**src/rtl/fir_partial_sum_combiner_if.sv**
```systemverilog
// Lane-partial input bus and combined-sample output bus of the FIR partial sum combiner.
interface fir_partial_sum_combiner_if #(
  parameter int NUM_FIR   = 4,
  parameter int DATA_SIZE = 16
);
  logic [NUM_FIR-1:0]             valid_strobe_in;
  logic [NUM_FIR*2*DATA_SIZE-1:0] y_in;
  logic signed [DATA_SIZE-1:0]    sample_out;
  logic                           valid_strobe_out;
  logic                           overflow_out;
  logic                           overrun_o;
  logic                           busy_o;

  modport master (
    output valid_strobe_in, y_in,
    input  sample_out, valid_strobe_out, overflow_out, overrun_o, busy_o
  );

  modport slave (
    input  valid_strobe_in, y_in,
    output sample_out, valid_strobe_out, overflow_out, overrun_o, busy_o
  );
endinterface

```
**src/rtl/fir_partial_sum_combiner.sv**
```systemverilog
// Collects one partial dot product per FIR lane, sums them sequentially, then
// rounds half-up, shifts and saturates into one output sample per frame.
module fir_partial_sum_combiner #(
  parameter int NUM_FIR   = 4,
  parameter int DATA_SIZE = 16,
  parameter int OUT_SHIFT = 15
) (
  input logic                   clk_i,
  input logic                   rst_ni,
  fir_partial_sum_combiner_if.slave bus
);
  localparam int unsigned LANE_W = 2 * DATA_SIZE;
  localparam int unsigned ACC_W  = LANE_W + $clog2(NUM_FIR);
  localparam int unsigned IDX_W  = (NUM_FIR > 1) ? $clog2(NUM_FIR) : 1;
  localparam int unsigned RSH    = (OUT_SHIFT > 0) ? OUT_SHIFT - 1 : 0;

  localparam logic [IDX_W-1:0] LAST_IDX = IDX_W'(NUM_FIR - 1);

  localparam logic signed [ACC_W:0] ROUND_C =
    (OUT_SHIFT > 0) ? ({{ACC_W{1'b0}}, 1'b1} << RSH) : '0;
  localparam logic signed [ACC_W:0] SAT_MAX =
    {{(ACC_W + 2 - DATA_SIZE){1'b0}}, {(DATA_SIZE - 1){1'b1}}};
  localparam logic signed [ACC_W:0] SAT_MIN =
    {{(ACC_W + 2 - DATA_SIZE){1'b1}}, {(DATA_SIZE - 1){1'b0}}};

  localparam logic [1:0] IDLE  = 2'd0;
  localparam logic [1:0] ACCUM = 2'd1;
  localparam logic [1:0] SCALE = 2'd2;

  logic [1:0]                  state;
  logic [NUM_FIR-1:0]          pending;
  logic signed [LANE_W-1:0]    lane_reg [NUM_FIR];
  logic signed [ACC_W-1:0]     acc;
  logic [IDX_W-1:0]            idx;
  logic signed [DATA_SIZE-1:0] sample_q;
  logic                        valid_q;
  logic                        ovf_q;
  logic                        overrun_q;

  logic                        clear_pending;
  logic signed [ACC_W:0]       rounded;
  logic signed [ACC_W:0]       shifted;
  logic                        sat_hi;
  logic                        sat_lo;

  assign clear_pending = (state == ACCUM) && (idx == LAST_IDX);

  always_comb begin
    rounded = (ACC_W + 1)'(acc) + ROUND_C;
    shifted = rounded >>> OUT_SHIFT;
    sat_hi  = shifted > SAT_MAX;
    sat_lo  = shifted < SAT_MIN;
  end

  // Capture runs regardless of FSM state; a strobe coinciding with the
  // end-of-frame clear keeps its pending bit and is not an overrun.
  always_ff @(posedge clk_i) begin
    if (!rst_ni) begin
      pending   <= '0;
      overrun_q <= 1'b0;
      for (int unsigned i = 0; i < NUM_FIR; i++) begin
        lane_reg[i] <= '0;
      end
    end else begin
      for (int unsigned i = 0; i < NUM_FIR; i++) begin
        if (bus.valid_strobe_in[i]) begin
          lane_reg[i] <= bus.y_in[i*LANE_W +: LANE_W];
          pending[i]  <= 1'b1;
          if (pending[i] && !clear_pending) begin
            overrun_q <= 1'b1;
          end
        end else if (clear_pending) begin
          pending[i] <= 1'b0;
        end
      end
    end
  end

  always_ff @(posedge clk_i) begin
    if (!rst_ni) begin
      state    <= IDLE;
      acc      <= '0;
      idx      <= '0;
      sample_q <= '0;
      valid_q  <= 1'b0;
      ovf_q    <= 1'b0;
    end else begin
      valid_q <= 1'b0;
      ovf_q   <= 1'b0;
      case (state)
        IDLE: begin
          if (&pending) begin
            state <= ACCUM;
            acc   <= '0;
            idx   <= '0;
          end
        end
        ACCUM: begin
          acc <= acc + ACC_W'(lane_reg[idx]);
          idx <= idx + IDX_W'(1);
          if (idx == LAST_IDX) begin
            state <= SCALE;
          end
        end
        SCALE: begin
          state   <= IDLE;
          valid_q <= 1'b1;
          ovf_q   <= sat_hi | sat_lo;
          if (sat_hi) begin
            sample_q <= SAT_MAX[DATA_SIZE-1:0];
          end else if (sat_lo) begin
            sample_q <= SAT_MIN[DATA_SIZE-1:0];
          end else begin
            sample_q <= shifted[DATA_SIZE-1:0];
          end
        end
        default: state <= IDLE;
      endcase
    end
  end

  assign bus.sample_out       = sample_q;
  assign bus.valid_strobe_out = valid_q;
  assign bus.overflow_out     = ovf_q;
  assign bus.overrun_o        = overrun_q;
  assign bus.busy_o           = (state != IDLE);
endmodule
```
**src/flat_wrapper.sv**
```systemverilog
// flat-port wrapper written by rule: the top's interface ports become plain ports
module fir_partial_sum_combiner_flat 
#(
  parameter int NUM_FIR   = 4,
  parameter int DATA_SIZE = 16,
  parameter int OUT_SHIFT = 15
)
  (clk_i, rst_ni, bus_valid_strobe_in, bus_y_in, bus_sample_out, bus_valid_strobe_out, bus_overflow_out, bus_overrun_o, bus_busy_o);
  fir_partial_sum_combiner_if #(.NUM_FIR(NUM_FIR), .DATA_SIZE(DATA_SIZE)) bus_i ();
  input logic clk_i;
  input logic rst_ni;
  input wire logic [$bits(bus_i.valid_strobe_in)-1:0] bus_valid_strobe_in;
  input wire logic [$bits(bus_i.y_in)-1:0] bus_y_in;
  output wire logic [$bits(bus_i.sample_out)-1:0] bus_sample_out;
  output wire logic [$bits(bus_i.valid_strobe_out)-1:0] bus_valid_strobe_out;
  output wire logic [$bits(bus_i.overflow_out)-1:0] bus_overflow_out;
  output wire logic [$bits(bus_i.overrun_o)-1:0] bus_overrun_o;
  output wire logic [$bits(bus_i.busy_o)-1:0] bus_busy_o;
  assign bus_i.valid_strobe_in = bus_valid_strobe_in;
  assign bus_i.y_in = bus_y_in;
  assign bus_sample_out = bus_i.sample_out;
  assign bus_valid_strobe_out = bus_i.valid_strobe_out;
  assign bus_overflow_out = bus_i.overflow_out;
  assign bus_overrun_o = bus_i.overrun_o;
  assign bus_busy_o = bus_i.busy_o;
  fir_partial_sum_combiner #(.NUM_FIR(NUM_FIR), .DATA_SIZE(DATA_SIZE), .OUT_SHIFT(OUT_SHIFT)) u_core (.clk_i(clk_i), .rst_ni(rst_ni), .bus(bus_i));
endmodule
```
**config.mk**
```make
export PLATFORM = sky130hd
export DESIGN_NAME = fir_partial_sum_combiner_flat
export DESIGN_NICKNAME = d
export VERILOG_FILES = /design/src/rtl/fir_partial_sum_combiner_if.sv /design/src/rtl/fir_partial_sum_combiner.sv /design/src/flat_wrapper.sv
export SDC_FILE = /design/constraint.sdc
export NUM_CORES = 1
export LEC_CHECK = 0
export ABC_AREA = 0
export CORE_MARGIN = 10
export CORE_UTILIZATION = 40
export DETAILED_ROUTE_END_ITERATION = 6
export GPL_TIMING_DRIVEN = 0
export PLACE_DENSITY = 0.73
export SYNTH_ARGS = -nofsm -noshare
export SYNTH_HDL_FRONTEND = slang
export SYNTH_SLANG_ARGS = --single-unit
```
**constraint.sdc**
```tcl
create_clock -name clk_i -period 5.45 [get_ports clk_i]
set_input_delay 0.545 -clock clk_i [delete_from_list [all_inputs] [get_ports clk_i]]
set_output_delay 0.545 -clock clk_i [all_outputs]
set_load 0.005 [all_outputs]
```
# Word-level counts from Yosys, hierarchy flattened

Memories as Yosys holds them, arrays and structs flattened. A register that Yosys moved wholly into a read port is not among the register bits.
Cells that the tools add are included.

Mux-type cells: 42
Add/sub/neg operators: 3
$lt $le $gt $ge: 2
Equality and inequality tests: 5
Div/mod/pow operators: 0
Bitwise operators: 5
Reduce and logical (&&, ||, !) cells: 17
Shift operators: 0
Multipliers: 0

Operators by type and width:

| cell                   | count |
|---|---|
| $mux 32                | 4 |
| $pmux 34 s2            | 1 |
| $add 34x16->35 const B | 1 |
| $add 34x32->34         | 1 |
| $mux 34                | 1 |
| $mux 16                | 2 |
| $mux 1                 | 27 |
| $gt 20x16->1 const B   | 1 |
| $lt 20x16->1 const B   | 1 |
| $reduce_bool 2->1      | 6 |
| $mux 2                 | 5 |
| $pmux 2 s2             | 2 |
| $reduce_and 2->1       | 3 |
| $logic_and 1x1->1      | 5 |
| $or 1x1->1             | 5 |
| $eq 2x2->1 const B     | 2 |
| $reduce_and 4->1       | 1 |
| $add 2x1->2 const B    | 1 |
| $eq 2x1->1 const B     | 1 |
| $logic_not 2->1        | 1 |
| $ne 2x1->1 const B     | 1 |
| $ne 2x2->1 const B     | 1 |
| $logic_not 1->1        | 1 |

Latch bits: 0
Register bits after elaboration: 61
Memories: 1
Bits of input ports: 134
Bits in read-only memories: 0
RAM bits: 128
Logic and storage cells: 86

Memories:

| memory          | words | width | rd ports | clocked after memory_dff | wr ports | line                           | RTL |
|---|---|---|---|---|---|---|---|
| u_core.lane_reg | 4     | 32    | 1        | 1                        | 4        | fir_partial_sum_combiner.sv:32 | `logic signed [LANE_W-1:0] lane_reg [NUM_FIR];` |

# Logic depth before layout (Yosys ltp)

Gate-level depths: netlist of run 1.

Word-level depth: 12
Gate-level depth with buffers: 14
Mapped depth without buffers: 12

# Least setup slack after synthesis of run 1

No wires, ideal clock.

Path type: reg-to-reg
Start point: reg with a tool-made name
End point: reg u_core.acc[27]
Data arrival time: 3.596 ns
Stages on the path, launching flop included: 14
Library setup time: 0.117 ns
Required time: 5.333 ns
Slack: 1.736 ns
Cell sequence: dfxtp_1 -> clkbuf_1 -> buf_1 -> mux4_2 -> ha_1 -> buf_6 -> a211o_1 -> a211oi_2 -> or3b_4 -> a31oi_2 -> o21ai_2 -> a211oi_1 -> or3_1 -> a32o_1

RTL lines:

| what                   | line                           | RTL |
|---|---|---|
| end signal: assignment | fir_partial_sum_combiner.sv:99 | `acc <= acc + ACC_W'(lane_reg[idx]);` |
| end: declaration       | fir_partial_sum_combiner.sv:33 | `logic signed [ACC_W-1:0] acc;` |

==> qor.json, run 1 <==
{
  "quantity_of_gates_resized_following_cts": 0,
  "worst_path_max_delay_cell": "sky130_fd_sc_hd__buf_1",
  "final-instance-count-excl-fill": 1364,
  "route.detailed.drc": 0,
  "first_pass_iters": 5,
  "post_synth_mux_area_share_pct": 7.58,
  "n_antenna_cell": 0,
  "top_level_ports": 154,
  "post_synthesis_cell_type_with_the_largest_combined_area": "sky130_fd_sc_hd__edfxtp_1",
  "leak_pwr_nw": 5.02,
  "track_usage_pct": 18.1,
  "detailroute.via_count": 7714,
  "hold-worst-slack_ps": 455,
  "nFillCells": 2157,
  "first_global_vias": 7826,
  "synth_compound_gate_area_share_pct": 13.6,
  "final_nets": 1197,
  "post_synth_instance_area_mm2": 0.00992,
  "yosys.area_share.simple_pct": 16.5,
  "synth_top_area_share_pct": 38.7,
  "route.final.wire_length_um": 28500,
  "cts.path.max_buffers": 2,
  "clock_tree.root_cell": "sky130_fd_sc_hd__clkbuf_16",
  "share_of_total_power_consumed_by_net_switching_pct": 26.5,
  "htree_levels": 4,
  "ys_seq_elements": 191,
  "tritoncts": "built",
  "hold_wc_path_type": "flip-flop to flip-flop",
  "switchingPower_mw": 0.898,
  "post_cts_clock_slew_at_the_launch_and_capture_registers_of_the_worst_setup_and_hold_paths_ps": 80,
  "worst-slew-pin-transition_ps": 949,
  "hpwl_um": 21100,
  "synth_nets": 1025,
  "start_kind": "flip-flop",
  "grt_first_pass_wirelength_um": 44100,
  "synth_edf_count": 128,
  "power-per-cell-area_mw_per_mm2": 271,
  "ys_dominant_reg_cell": "sky130_fd_sc_hd__edfxtp_1",
  "worst-setup-path-type": "flip-flop to flip-flop",
  "hold_buffers": 0,
  "setup_repair_after_global_routing_missed_its_margin": "false",
  "first_iter_violations": 695,
  "grt_max_degree": 33,
  "ys.warnings.count": 0,
  "min_period_ps": 4440,
  "register_area_mm2": 0.00510,
  "die_h_um": 177,
  "layout_worst_path_cycle_share_pct": 81.4,
  "timing.max_slew.rel_slack_pct": 36.8,
  "multiInputGateArea_mm2": 0.00453,
  "crit_chain": "clkbuf_1 -> buf_1 -> mux4_2 -> ha_1 -> inv_1 -> fa_1 -> nand2b_1 -> a21oi_1 -> o22ai_2 -> o31ai_2 -> a211oi_1 -> o31ai_1 -> xnor2_1 -> o21ai_1",
  "setup_viol": 0,
  "synth_adder_area_share_pct": 4.62,
  "timing.fmax_mhz": 225,
  "detail-route-antenna-nets": 0,
  "clock-skew-final_ps": 15.5,
  "critical_path_peak_fanout": 10,
  "grt.overflow.total": 0,
  "std_cell_rows": 57,
  "critPathMaxStageDelay_ps": 720,
  "post-place-cells": 1332,
  "power.combinational.fraction_pct": 12.7,
  "synth.yosys.seq_area_share_pct": 51.5,
  "postCtsSetupBuffers": 0,
  "worst_path_arrival_ps": 4750,
  "port_buffers": 153,
  "initial_antenna_violation_count": 0,
  "post_drt_via_cell_ratio": 5.66,
  "die_x_um": 177,
  "final_layout_size_suffix_gt1_share_pct": 9.33,
  "syn2layout_area_growth_pct": 25.7,
  "wl_per_cell_um": 20.9,
  "die-area_mm2": 0.0315,
  "combinational_family_with_the_most_area_after_synthesis": "simple AND/OR/NAND/NOR gates",
  "status": "finished, final reports clean",
  "endpoint_required_time_on_the_critical_path_ps": 5770,
  "clock_latency_ps": 450,
  "ys_types": 72,
  "hold_viol_final": 0,
  "power.sequential.fraction_pct": 49.5,
  "initial_utilization_pct": 40.7,
  "utilization_of_the_core_after_routing_pct": 51.1,
  "synth_xor_area_share_pct": 3.27,
  "largest_reg_flops": 128,
  "synthesis.instances": 855,
  "totalNegativeSetupSlack_ps": 0,
  "synth_area_leaders": "sky130_fd_sc_hd__edfxtp_1, sky130_fd_sc_hd__dfxtp_1, sky130_fd_sc_hd__and3_1",
  "cts_inserted_buffers": 17,
  "per_instance_average_area_after_synthesis_um2": 11.6,
  "setup.worst_path.end_class": "flip-flop",
  "vdd_ir_drop_max_uv": 182,
  "drv.max_cap_violation_count": 0,
  "coreArea_mm2": 0.0244,
  "share_clk_of_total_power_pct": 37.8,
  "cts.sinks": 191,
  "postSynth.asyncResetShare_pct": 0,
  "cellInternalPower_mw": 2.49,
  "timing.final.max_slew_violations": 0,
  "place_congestion": 0.913
}
-- through the flow --
step | power (mW) | setup WS (ps) | area, µm²
2_1_floorplan | 1.93 | 1740 | 9920
3_3_place_gp | 2.12 | 1040 | 11900
3_5_place_dp | 2.13 | 1050 | 11900
4_1_cts | 3.39 | 1030 | 12500
5_1_grt | 3.49 | 732 | 12500
6_report | 3.38 | 1010 | 12500
-- cell type report --
cell class              instances  share of cell area (%)
well taps                     324                    3.25
multi-input cells             593                    36.3
repair buffers                153                    12.3
flip-flops and latches        191                    40.9
clock inverters                14                    1.38
inverters                      14                   0.421
plain buffers                  57                    1.99
clock buffers                  18                    3.44
-- power by group through the flow --
stage	registers [mW]	clock network [mW]	logic, mW
after floorplan	1.69	0	0.241
after global placement	1.70	0	0.421
after detailed placement	1.71	0	0.426
after CTS	1.67	1.29	0.429
after global routing	1.68	1.34	0.465
final	1.67	1.28	0.430
-- synthesized netlist by cell type (3+ instances only) --
cell type                  count
sky130_fd_sc_hd__and3_1      132
sky130_fd_sc_hd__edfxtp_1    128
sky130_fd_sc_hd__dfxtp_1      63
sky130_fd_sc_hd__a21oi_1      46
sky130_fd_sc_hd__clkbuf_1     45
sky130_fd_sc_hd__nand2_1      44
sky130_fd_sc_hd__o21ai_0      42
sky130_fd_sc_hd__ha_1         35
sky130_fd_sc_hd__mux4_2       32
sky130_fd_sc_hd__nor2_1       25
sky130_fd_sc_hd__xor2_1       21
sky130_fd_sc_hd__o21a_1       19
sky130_fd_sc_hd__a21o_1       16
sky130_fd_sc_hd__nor2b_1      16
sky130_fd_sc_hd__xnor2_1      16
sky130_fd_sc_hd__inv_1        14
sky130_fd_sc_hd__nand4_1      14
sky130_fd_sc_hd__nand3_1      11
sky130_fd_sc_hd__nand2b_1     10
sky130_fd_sc_hd__a22oi_1       9
sky130_fd_sc_hd__o21ai_1       8
sky130_fd_sc_hd__a211oi_1      7
sky130_fd_sc_hd__a21boi_0      6
sky130_fd_sc_hd__a22o_1        6
sky130_fd_sc_hd__buf_1         5
sky130_fd_sc_hd__or3_1         5
sky130_fd_sc_hd__a31oi_1       4
sky130_fd_sc_hd__a32o_1        4
sky130_fd_sc_hd__and2_1        4
sky130_fd_sc_hd__and4_1        4
sky130_fd_sc_hd__buf_6         4
sky130_fd_sc_hd__a211o_1       3
sky130_fd_sc_hd__a21o_2        3
sky130_fd_sc_hd__a32oi_1       3
sky130_fd_sc_hd__buf_2         3
sky130_fd_sc_hd__nor3b_1       3
sky130_fd_sc_hd__o21bai_1      3
-- cells by family after synthesis --
kind of cell / after synthesis
and+or+nand+nor: 283
AOI/OAI and AO/OA: 202
DFF: 191
buffers and inverters: 71
xor gates and xnor gates: 37
adders and majority gates: 36
muxes: 35
-- worst paths after layout --
path | slack, ps | startpoint | end | cells past startpoint
worst max register to register | 1010 | flip-flop | u_core.acc[32] | 14
worst max-delay path | 1010 | flip-flop | u_core.acc[32] | 14
worst min-delay path | 450 | u_core.acc[12] | u_core.acc[12] | 2
worst min register to register | 450 | u_core.acc[12] | u_core.acc[12] | 2
-- placed cells by master, fill, tap and decap left out, types with 5 or more instances in the layout --
master / synthesis / routed
sky130_fd_sc_hd__o21a_1: 19 / 19
sky130_fd_sc_hd__inv_8: 0 / 5
sky130_fd_sc_hd__or3_1: 5 / 5
sky130_fd_sc_hd__dfxtp_1: 63 / 63
sky130_fd_sc_hd__clkbuf_1: 45 / 46
sky130_fd_sc_hd__a21boi_0: 6 / 6
sky130_fd_sc_hd__clkbuf_16: 0 / 17
sky130_fd_sc_hd__nor2_1: 25 / 25
sky130_fd_sc_hd__edfxtp_1: 128 / 128
sky130_fd_sc_hd__a22o_1: 6 / 6
sky130_fd_sc_hd__o21ai_0: 42 / 42
sky130_fd_sc_hd__inv_1: 14 / 14
sky130_fd_sc_hd__a211oi_1: 7 / 7
sky130_fd_sc_hd__a21o_1: 16 / 16
sky130_fd_sc_hd__and3_1: 132 / 132
sky130_fd_sc_hd__buf_1: 5 / 5
sky130_fd_sc_hd__clkdlybuf4s50_1: 0 / 153
sky130_fd_sc_hd__a22oi_1: 9 / 9
sky130_fd_sc_hd__a21oi_1: 46 / 46
sky130_fd_sc_hd__mux4_2: 32 / 32
sky130_fd_sc_hd__o21ai_1: 8 / 8
sky130_fd_sc_hd__xor2_1: 21 / 21
sky130_fd_sc_hd__nand3_1: 11 / 11
sky130_fd_sc_hd__nor2b_1: 16 / 16
sky130_fd_sc_hd__nand4_1: 14 / 14
sky130_fd_sc_hd__nand2b_1: 10 / 6
sky130_fd_sc_hd__ha_1: 35 / 35
sky130_fd_sc_hd__xnor2_1: 16 / 16
sky130_fd_sc_hd__nand2_1: 44 / 44
-- critical path, delay by kind of cell (launching register included) --
kind                     cells  cell delay [ps]
AO/OA/AOI/OAI                6             1530
buffers and inverters        3             1130
adder cells (fa/ha/maj)      2              570
multiplexers                 1              390
flip-flops                   1              310
AND/OR/NAND/NOR              1              200
XOR/XNOR                     1              160
-- metal layers --
layer  part of all wire, %  vias up  global-route usage [%]
li1                      -     3618                       -
met4                   1.1        0                    4.93
met1                    43     3744                    23.8
met5                     0        -                       0
met2                    47      332                    28.5
met3                   9.1       20                    5.14
Power figures use the tool's default switching activity.
==> run 2: changes to the inputs <==
Clock period 5.45 ns to 4.4 ns, I/O delays scaled along.
==> run 2 against run 1 <==
Compared with the run above: setup slack worse by 780 ps; critical path type unchanged; power up 24%; worst hold slack about the same; cell count unchanged; clock-buffer cell count unchanged.
==> qor.json, run 2 (synthesis results as in run 1) <==
{
  "status": "finished, final reports clean",
  "hold_viol_final": {"value": 0, "change": "unchanged"},
  "dr.max_layer_used": "met4",
  "die-area": {"value": 0.0315, "unit": "mm²", "change": "unchanged"},
  "postCtsSetupBuffers": {"value": 0, "change": "unchanged"},
  "worst-slew-pin-transition": {"value": 942, "unit": "ps", "change": "-6.64 ps"},
  "final-instance-count-excl-fill": {"value": 1364, "change": "unchanged"},
  "met2_length": {"value": 13200, "unit": "µm", "change": "-1.1%"},
  "route.final.wire_length": {"value": 28400, "unit": "µm", "change": "-0.19%"},
  "drt-met1-wl": {"value": 12300, "unit": "µm", "change": "+0.31%"},
  "post_cts_clock_slew_at_the_launch_and_capture_registers_of_the_worst_setup_and_hold_paths": {"value": 80, "unit": "ps", "change": "about the same"},
  "nFillCells": {"value": 2155, "change": "-0.093%"},
  "top_level_ports": {"value": 154, "change": "unchanged"},
  "initial_antenna_violation_count": {"value": 0, "change": "unchanged"},
  "multiInputGateArea": {"value": 0.00453, "unit": "mm²", "change": "unchanged"},
  "first_iter_violations": {"value": 701, "change": "+0.86%"},
  "port_buffers": {"value": 153, "change": "unchanged"},
  "cts.path.max_buffers": {"value": 2, "change": "unchanged"},
  "final_nets": {"value": 1197, "change": "unchanged"},
  "drv.max_cap_violation_count": {"value": 0, "change": "unchanged"},
  "hpwl": {"value": 21100, "unit": "µm", "change": "unchanged"},
  "critical_path_peak_fanout": {"value": 10, "change": "unchanged"},
  "coreArea": {"value": 0.0244, "unit": "mm²", "change": "unchanged"},
  "min_period": {"value": 4170, "unit": "ps", "change": "-270 ps"},
  "die_h": {"value": 177, "unit": "µm", "change": "unchanged"},
  "vdd_ir_drop_max": {"value": 228, "unit": "µV", "change": "+25%"},
  "htree_levels": {"value": 4, "change": "unchanged"},
  "detailroute.via_count": {"value": 7753, "change": "+0.51%"},
  "clock_latency": {"value": 450, "unit": "ps", "change": "about the same"},
  "cts.sinks": {"value": 191, "change": "unchanged"},
  "setup_viol": {"value": 0, "change": "unchanged"},
  "syn2layout_area_growth": {"value": 25.8, "unit": "%", "change": "about the same"},
  "first_global_vias": {"value": 7835, "change": "+0.12%"},
  "endpoint_required_time_on_the_critical_path": {"value": 4710, "unit": "ps", "change": "-1060 ps"},
  "layout_commonest_cell": "sky130_fd_sc_hd__clkdlybuf4s50_1",
  "clock-skew-final": {"value": 15.5, "unit": "ps", "change": "+0.0393 ps"},
  "clock_tree.root_cell": "sky130_fd_sc_hd__clkbuf_16",
  "route.detailed.drc": {"value": 0, "change": "unchanged"},
  "place_congestion": {"value": 0.913, "change": "unchanged"},
  "hold-worst-slack": {"value": 455, "unit": "ps", "change": "-0.250 ps"},
  "largest_reg_flops": {"value": 128, "change": "unchanged"},
  "detailed_place.area": {"value": 0.0119, "unit": "mm²", "change": "unchanged"},
  "timing.final.max_slew_violations": {"value": 0, "change": "unchanged"},
  "final_area": {"value": 0.0125, "unit": "mm²", "change": "about the same"},
  "n_antenna_cell": {"value": 0, "change": "unchanged"},
  "worst-setup-path-type": "flip-flop to flip-flop",
  "hold_wc_path_type": "flip-flop to flip-flop",
  "setup.worst_path.end_class": "flip-flop",
  "post-place-cells": {"value": 1332, "change": "unchanged"},
  "grt_first_pass_wirelength": {"value": 44100, "unit": "µm", "change": "about the same"},
  "track_usage": {"value": 18.1, "unit": "%", "change": "about the same"},
  "cts_inserted_buffers": {"value": 17, "change": "unchanged"},
  "register_area": {"value": 0.00510, "unit": "mm²", "change": "unchanged"},
  "first_pass_iters": {"value": 5, "change": "unchanged"},
  "grt_max_degree": {"value": 33, "change": "unchanged"},
  "layout_worst_path_cycle_share": {"value": 94.7, "unit": "%", "change": "+13 points"},
  "grt.overflow.total": {"value": 0, "change": "unchanged"},
  "utilization_of_the_core_after_routing": {"value": 51.2, "unit": "%", "change": "about the same"},
  "timing.fmax": {"value": 240, "unit": "MHz", "change": "+6.5%"},
  "final_layout_size_suffix_gt1_share": {"value": 9.62, "unit": "%", "change": "+0.29 points"},
  "detail-route-antenna-nets": {"value": 0, "change": "unchanged"},
  "std_cell_rows": {"value": 57, "change": "unchanged"},
  "worst_path_arrival": {"value": 4480, "unit": "ps", "change": "-270 ps"},
  "leak_pwr": {"value": 5.03, "unit": "nW", "change": "+0.20%"},
  "die_x": {"value": 177, "unit": "µm", "change": "unchanged"},
  "route.met3.wl": {"value": 2620, "unit": "µm", "change": "+1.2%"},
  "layout.cells.most_common_list": "sky130_fd_sc_hd__clkdlybuf4s50_1, sky130_fd_sc_hd__and3_1, sky130_fd_sc_hd__edfxtp_1",
  "post_drt_via_cell_ratio": {"value": 5.68, "change": "+0.51%"},
  "start_kind": "flip-flop",
  "wl_per_cell": {"value": 20.8, "unit": "µm", "change": "-0.19%"},
  "power-per-cell-area": {"value": 336, "unit": "mW/mm²", "change": "+24%"},
  "tritoncts": "built",
  "initial_utilization": {"value": 40.7, "unit": "%", "change": "unchanged"},
  "setup_repair_after_global_routing_missed_its_margin": "false",
  "timing.max_slew.rel_slack": {"value": 37.2, "unit": "%", "change": "+0.44 points"}
}
run 2: metrics by stage:
step | worst slack, ps | setup TNS, ps | power (mW)
6_report | 233 | 0 | 4.19
5_1_grt | 8.44 | 0 | 4.33
4_1_cts | 6.90 | 0 | 4.20
3_5_place_dp | -0.333 | -0.333 | 2.64
3_3_place_gp | -9.68 | -9.68 | 2.63
2_1_floorplan | 686 | 0 | 2.39
run 2: final timing paths:
| path | start | to | slack, ps | cells past startpoint |
|---|---|---|---|---|
| worst max-delay path | flip-flop | u_core.acc[32] | 230 | 14 |
| worst min-delay path | u_core.acc[12] | u_core.acc[12] | 450 | 2 |
| worst max register to register | flip-flop | u_core.acc[32] | 230 | 14 |
| worst min register to register | u_core.acc[12] | u_core.acc[12] | 450 | 2 |
run 2: critical path, stage by stage, from the launching register on:
cell and delay (ps):
sky130_fd_sc_hd__dfxtp_1 310, sky130_fd_sc_hd__clkbuf_1 330, sky130_fd_sc_hd__clkdlybuf4s18_2 520, sky130_fd_sc_hd__mux4_2 310, sky130_fd_sc_hd__ha_1 180, sky130_fd_sc_hd__inv_1 60
sky130_fd_sc_hd__fa_1 390, sky130_fd_sc_hd__nand2b_1 200, sky130_fd_sc_hd__a21oi_1 320, sky130_fd_sc_hd__o22ai_2 200, sky130_fd_sc_hd__o31ai_2 430, sky130_fd_sc_hd__a211oi_1 200
sky130_fd_sc_hd__o31ai_1 330, sky130_fd_sc_hd__xnor2_1 160, sky130_fd_sc_hd__o21ai_1 70
run 2: cell type report:
cell class	instances	share of cell area [%]
plain buffers	57	2.06
flip-flops and latches	191	40.9
inverters	14	0.421
well taps	324	3.25
clock inverters	14	1.38
repair buffers	153	12.3
clock buffers	18	3.44
multi-input cells	593	36.3
run 2: what timing repair did:
| action | CTS | global route |
|---|---|---|
| gates cloned | 0 | 0 |
| setup endpoints to repair | 1 | 8 |
| gates resized for setup | 2 | 5 |
| hold buffers | 0 | 0 |
run 2: layer usage:
metal	GRT usage, %	up-vias
met5	0	-
met4	4.93	0
met3	5.14	25
met2	28.5	345
li1	-	3617
met1	23.8	3766
run 2: power by group:
part / switching (mW) / internal, mW
Combinational: 0.264 / 0.269
Clock: 0.801 / 0.779
Sequential: 0.0442 / 2.03
==> run 3: changes to the inputs <==
Settings changed: CORE_ASPECT_RATIO from default to 0.7, CORE_MARGIN 10 to 2, CTS_CLUSTER_DIAMETER from default to 40.
==> run 3 against run 2 <==
Compared with the run above: flip-flop and latch count did not move; sequential share of layout area fell by 0.17 points; routed wire length rose by 1.6%; global-route usage rose by 4.6 points; via count rose by 0.76%; power rose by 1.3%; design area rose by 0.42%.
==> qor.json, run 3 (synthesis results as in run 1) <==
{
  "timing.fmax": {"value": 239, "unit": "MHz", "change": "-0.20%"},
  "n_antenna_cell": {"value": 0, "change": "unchanged"},
  "placement.setup.worst_slack": {"value": -153, "unit": "ps", "change": "-152 ps"},
  "worst_path_dominant_cell_family": "compound AO/OA/AOI/OAI gates",
  "clock_latency": {"value": 450, "unit": "ps", "change": "about the same"},
  "timing.max_slew.rel_slack": {"value": 35.1, "unit": "%", "change": "-2.1 points"},
  "initial_antenna_violation_count": {"value": 0, "change": "unchanged"},
  "final_nets": {"value": 1198, "change": "+0.084%"},
  "first_pass_iters": {"value": 5, "change": "unchanged"},
  "die-area": {"value": 0.0261, "unit": "mm²", "change": "-17%"},
  "drv.max_cap_violation_count": {"value": 0, "change": "unchanged"},
  "worst_path_arrival": {"value": 4510, "unit": "ps", "change": "+30 ps"},
  "status": "finished, final reports clean",
  "htree_levels": {"value": 4, "change": "unchanged"},
  "setup_repair_after_global_routing_missed_its_margin": "false",
  "setup.worst_path.end_class": "flip-flop",
  "route.met3.wl": {"value": 3020, "unit": "µm", "change": "+15%"},
  "cp_bufs_invs": {"value": 3, "change": "unchanged"},
  "fin_ws": {"value": 224, "unit": "ps", "change": "-8.37 ps"},
  "power": {"value": 4.24, "unit": "mW", "change": "+1.3%"},
  "met2_length": {"value": 12200, "unit": "µm", "change": "-7.3%"},
  "setup_viol": {"value": 0, "change": "unchanged"},
  "totalNegativeSetupSlack": {"value": 0, "unit": "ps", "change": "unchanged"},
  "critPathMaxStageDelay": {"value": 640, "unit": "ps", "change": "+120 ps"},
  "coreArea": {"value": 0.0245, "unit": "mm²", "change": "+0.46%"},
  "nFillCells": {"value": 2130, "change": "-1.2%"},
  "timing.final.max_slew_violations": {"value": 0, "change": "unchanged"},
  "route.detailed.drc": {"value": 0, "change": "unchanged"},
  "syn2layout_area_growth_pct": 26.3,
  "worst-slew-pin-transition": {"value": 973, "unit": "ps", "change": "+31.5 ps"},
  "route.final.wire_length": {"value": 28900, "unit": "µm", "change": "+1.6%"},
  "largest_reg_flops": {"value": 128, "change": "unchanged"},
  "std_cell_rows": {"value": 48, "change": "-16%"},
  "hold_wc_path_type": "flip-flop to flip-flop",
  "clock-skew-final": {"value": 24.2, "unit": "ps", "change": "+8.66 ps"},
  "detail-route-antenna-nets": {"value": 0, "change": "unchanged"},
  "start_kind": "flip-flop",
  "post_cts_clock_slew_at_the_launch_and_capture_registers_of_the_worst_setup_and_hold_paths": {"value": 90, "unit": "ps", "change": "about the same"},
  "multiInputGateArea": {"value": 0.00453, "unit": "mm²", "change": "unchanged"},
  "die_x": {"value": 192, "unit": "µm", "change": "+8.3%"},
  "worst_path_max_delay_cell": "sky130_fd_sc_hd__mux4_2",
  "tritoncts": "built",
  "min_period": {"value": 4180, "unit": "ps", "change": "+8.37 ps"},
  "layout_worst_path_cycle_share": {"value": 94.9, "unit": "%", "change": "+0.19 points"},
  "top_level_ports": {"value": 154, "change": "unchanged"},
  "register_area": {"value": 0.00510, "unit": "mm²", "change": "unchanged"},
  "vdd_ir_drop_max": {"value": 282, "unit": "µV", "change": "+24%"},
  "wl_per_cell": {"value": 21.1, "unit": "µm", "change": "+1.4%"},
  "cts_inserted_buffers": {"value": 17, "change": "unchanged"},
  "grt_max_degree": {"value": 33, "change": "unchanged"},
  "dr.max_layer_used": "met4",
  "post_drt_via_cell_ratio": {"value": 5.72, "change": "+0.61%"},
  "cts.path.max_buffers": {"value": 2, "change": "unchanged"},
  "first_iter_violations": {"value": 838, "change": "+20%"},
  "final_layout_size_suffix_gt1_share": {"value": 9.89, "unit": "%", "change": "+0.28 points"},
  "clock_tree.root_cell": "sky130_fd_sc_hd__clkbuf_16",
  "grt.overflow.total": {"value": 0, "change": "unchanged"},
  "layout_commonest_cell": "sky130_fd_sc_hd__clkdlybuf4s50_1",
  "track_usage": {"value": 22.7, "unit": "%", "change": "+4.6 points"},
  "initial_utilization": {"value": 40.5, "unit": "%", "change": "-0.19 points"},
  "first_global_vias": {"value": 7672, "change": "-2.1%"},
  "utilization_of_the_core_after_routing": {"value": 51.1, "unit": "%", "change": "about the same"},
  "leak_pwr": {"value": 5.05, "unit": "nW", "change": "+0.35%"},
  "port_buffers": {"value": 153, "change": "unchanged"},
  "hold_viol_final": {"value": 0, "change": "unchanged"},
  "die_h": {"value": 136, "unit": "µm", "change": "-24%"},
  "endpoint_required_time_on_the_critical_path": {"value": 4740, "unit": "ps", "change": "+30 ps"},
  "final-instance-count-excl-fill": {"value": 1366, "change": "+0.15%"},
  "power-per-cell-area": {"value": 339, "unit": "mW/mm²", "change": "+0.90%"},
  "postCtsSetupBuffers": {"value": 0, "change": "unchanged"},
  "crit_chain": "clkbuf_1 -> clkdlybuf4s15_2 -> mux4_2 -> ha_1 -> buf_2 -> a21o_2 -> a21oi_1 -> or3b_4 -> a31oi_2 -> o21ai_2 -> a211oi_1 -> o21ai_0 -> a32o_1",
  "cts.sinks": {"value": 191, "change": "unchanged"},
  "post-place-cells": {"value": 1334, "change": "+0.15%"},
  "drt-met1-wl": {"value": 13100, "unit": "µm", "change": "+6.3%"},
  "layout.cells.most_common_list": "sky130_fd_sc_hd__clkdlybuf4s50_1, sky130_fd_sc_hd__and3_1, sky130_fd_sc_hd__edfxtp_1",
  "worst-setup-path-type": "flip-flop to flip-flop",
  "detailroute.via_count": {"value": 7812, "change": "+0.76%"},
  "place_congestion": {"value": 0.919, "change": "+0.57%"},
  "critical_path_peak_fanout": {"value": 10, "change": "unchanged"},
  "hpwl": {"value": 21100, "unit": "µm", "change": "about the same"},
  "grt_first_pass_wirelength": {"value": 44100, "unit": "µm", "change": "about the same"}
}
## run 3: cell count changes in the layout (fill, tap and decap cells not counted), sizes merged
cell	delta
clkinvlp	+1
clkinv	+3
clkbuf	-1
buf	+1
inv	-3
clkdlybuf4s18	-1
clkdlybuf4s15	+1
## run 3: path summary, 6_finish.rpt
kind	from	end	slack, ps	cells past startpoint
setup / recovery	flip-flop	u_core.acc[27]	220	13
hold / removal	u_core.acc[12]	u_core.acc[12]	460	2
setup reg to reg	flip-flop	u_core.acc[27]	220	13
hold reg to reg	u_core.acc[12]	u_core.acc[12]	460	2
## run 3: per-layer routing
layer,global-route usage (%),up-vias
li1,-,3614
met1,32.9,3738
met2,32.9,419
met3,6.37,41
met4,6.96,0
met5,0,-
## run 3: layout make-up
class                      count  area share [%]
buffer                        57            2.09
timing repair buffer         154            12.4
clock buffer                  17            3.39
tap                          325            3.25
inverter                      14           0.419
clock inverter                15            1.62
multi-input combinational    593            36.1
sequential                   191            40.7
## run 3: worst register-to-register path: cells and delay by family, from the launching register on
| kind | cells | cell delay (ps) |
|---|---|---|
| adder cells (fa/ha/maj) | 1 | 300 |
| multiplexers | 1 | 640 |
| flip-flops | 1 | 320 |
| buffers and inverters | 3 | 1060 |
| AO/OA/AOI/OAI | 7 | 1330 |
| AND/OR/NAND/NOR | 1 | 420 |
## run 3: where the power goes
group,leakage [nW],internal (mW),switching (mW)
logic,2.87,0.271,0.282
clock network,0.298,0.788,0.831
registers,1.89,2.03,0.0421
## run 3: repair_timing
item | 4_1_cts | 5_1_grt
hold buffers | 0 | 0
hold endpoints to repair | 0 | 0
endpoints found under the setup margin | 6 | 6
gates resized for setup | 4 | 7
## run 3: metrics by stage
stage               hold WS (ps)  cell area (µm²)
floorplan                    432             9920
global placement             445            11900
detailed placement           448            11900
CTS                          458            12500
global route                 498            12500
finish                       458            12500
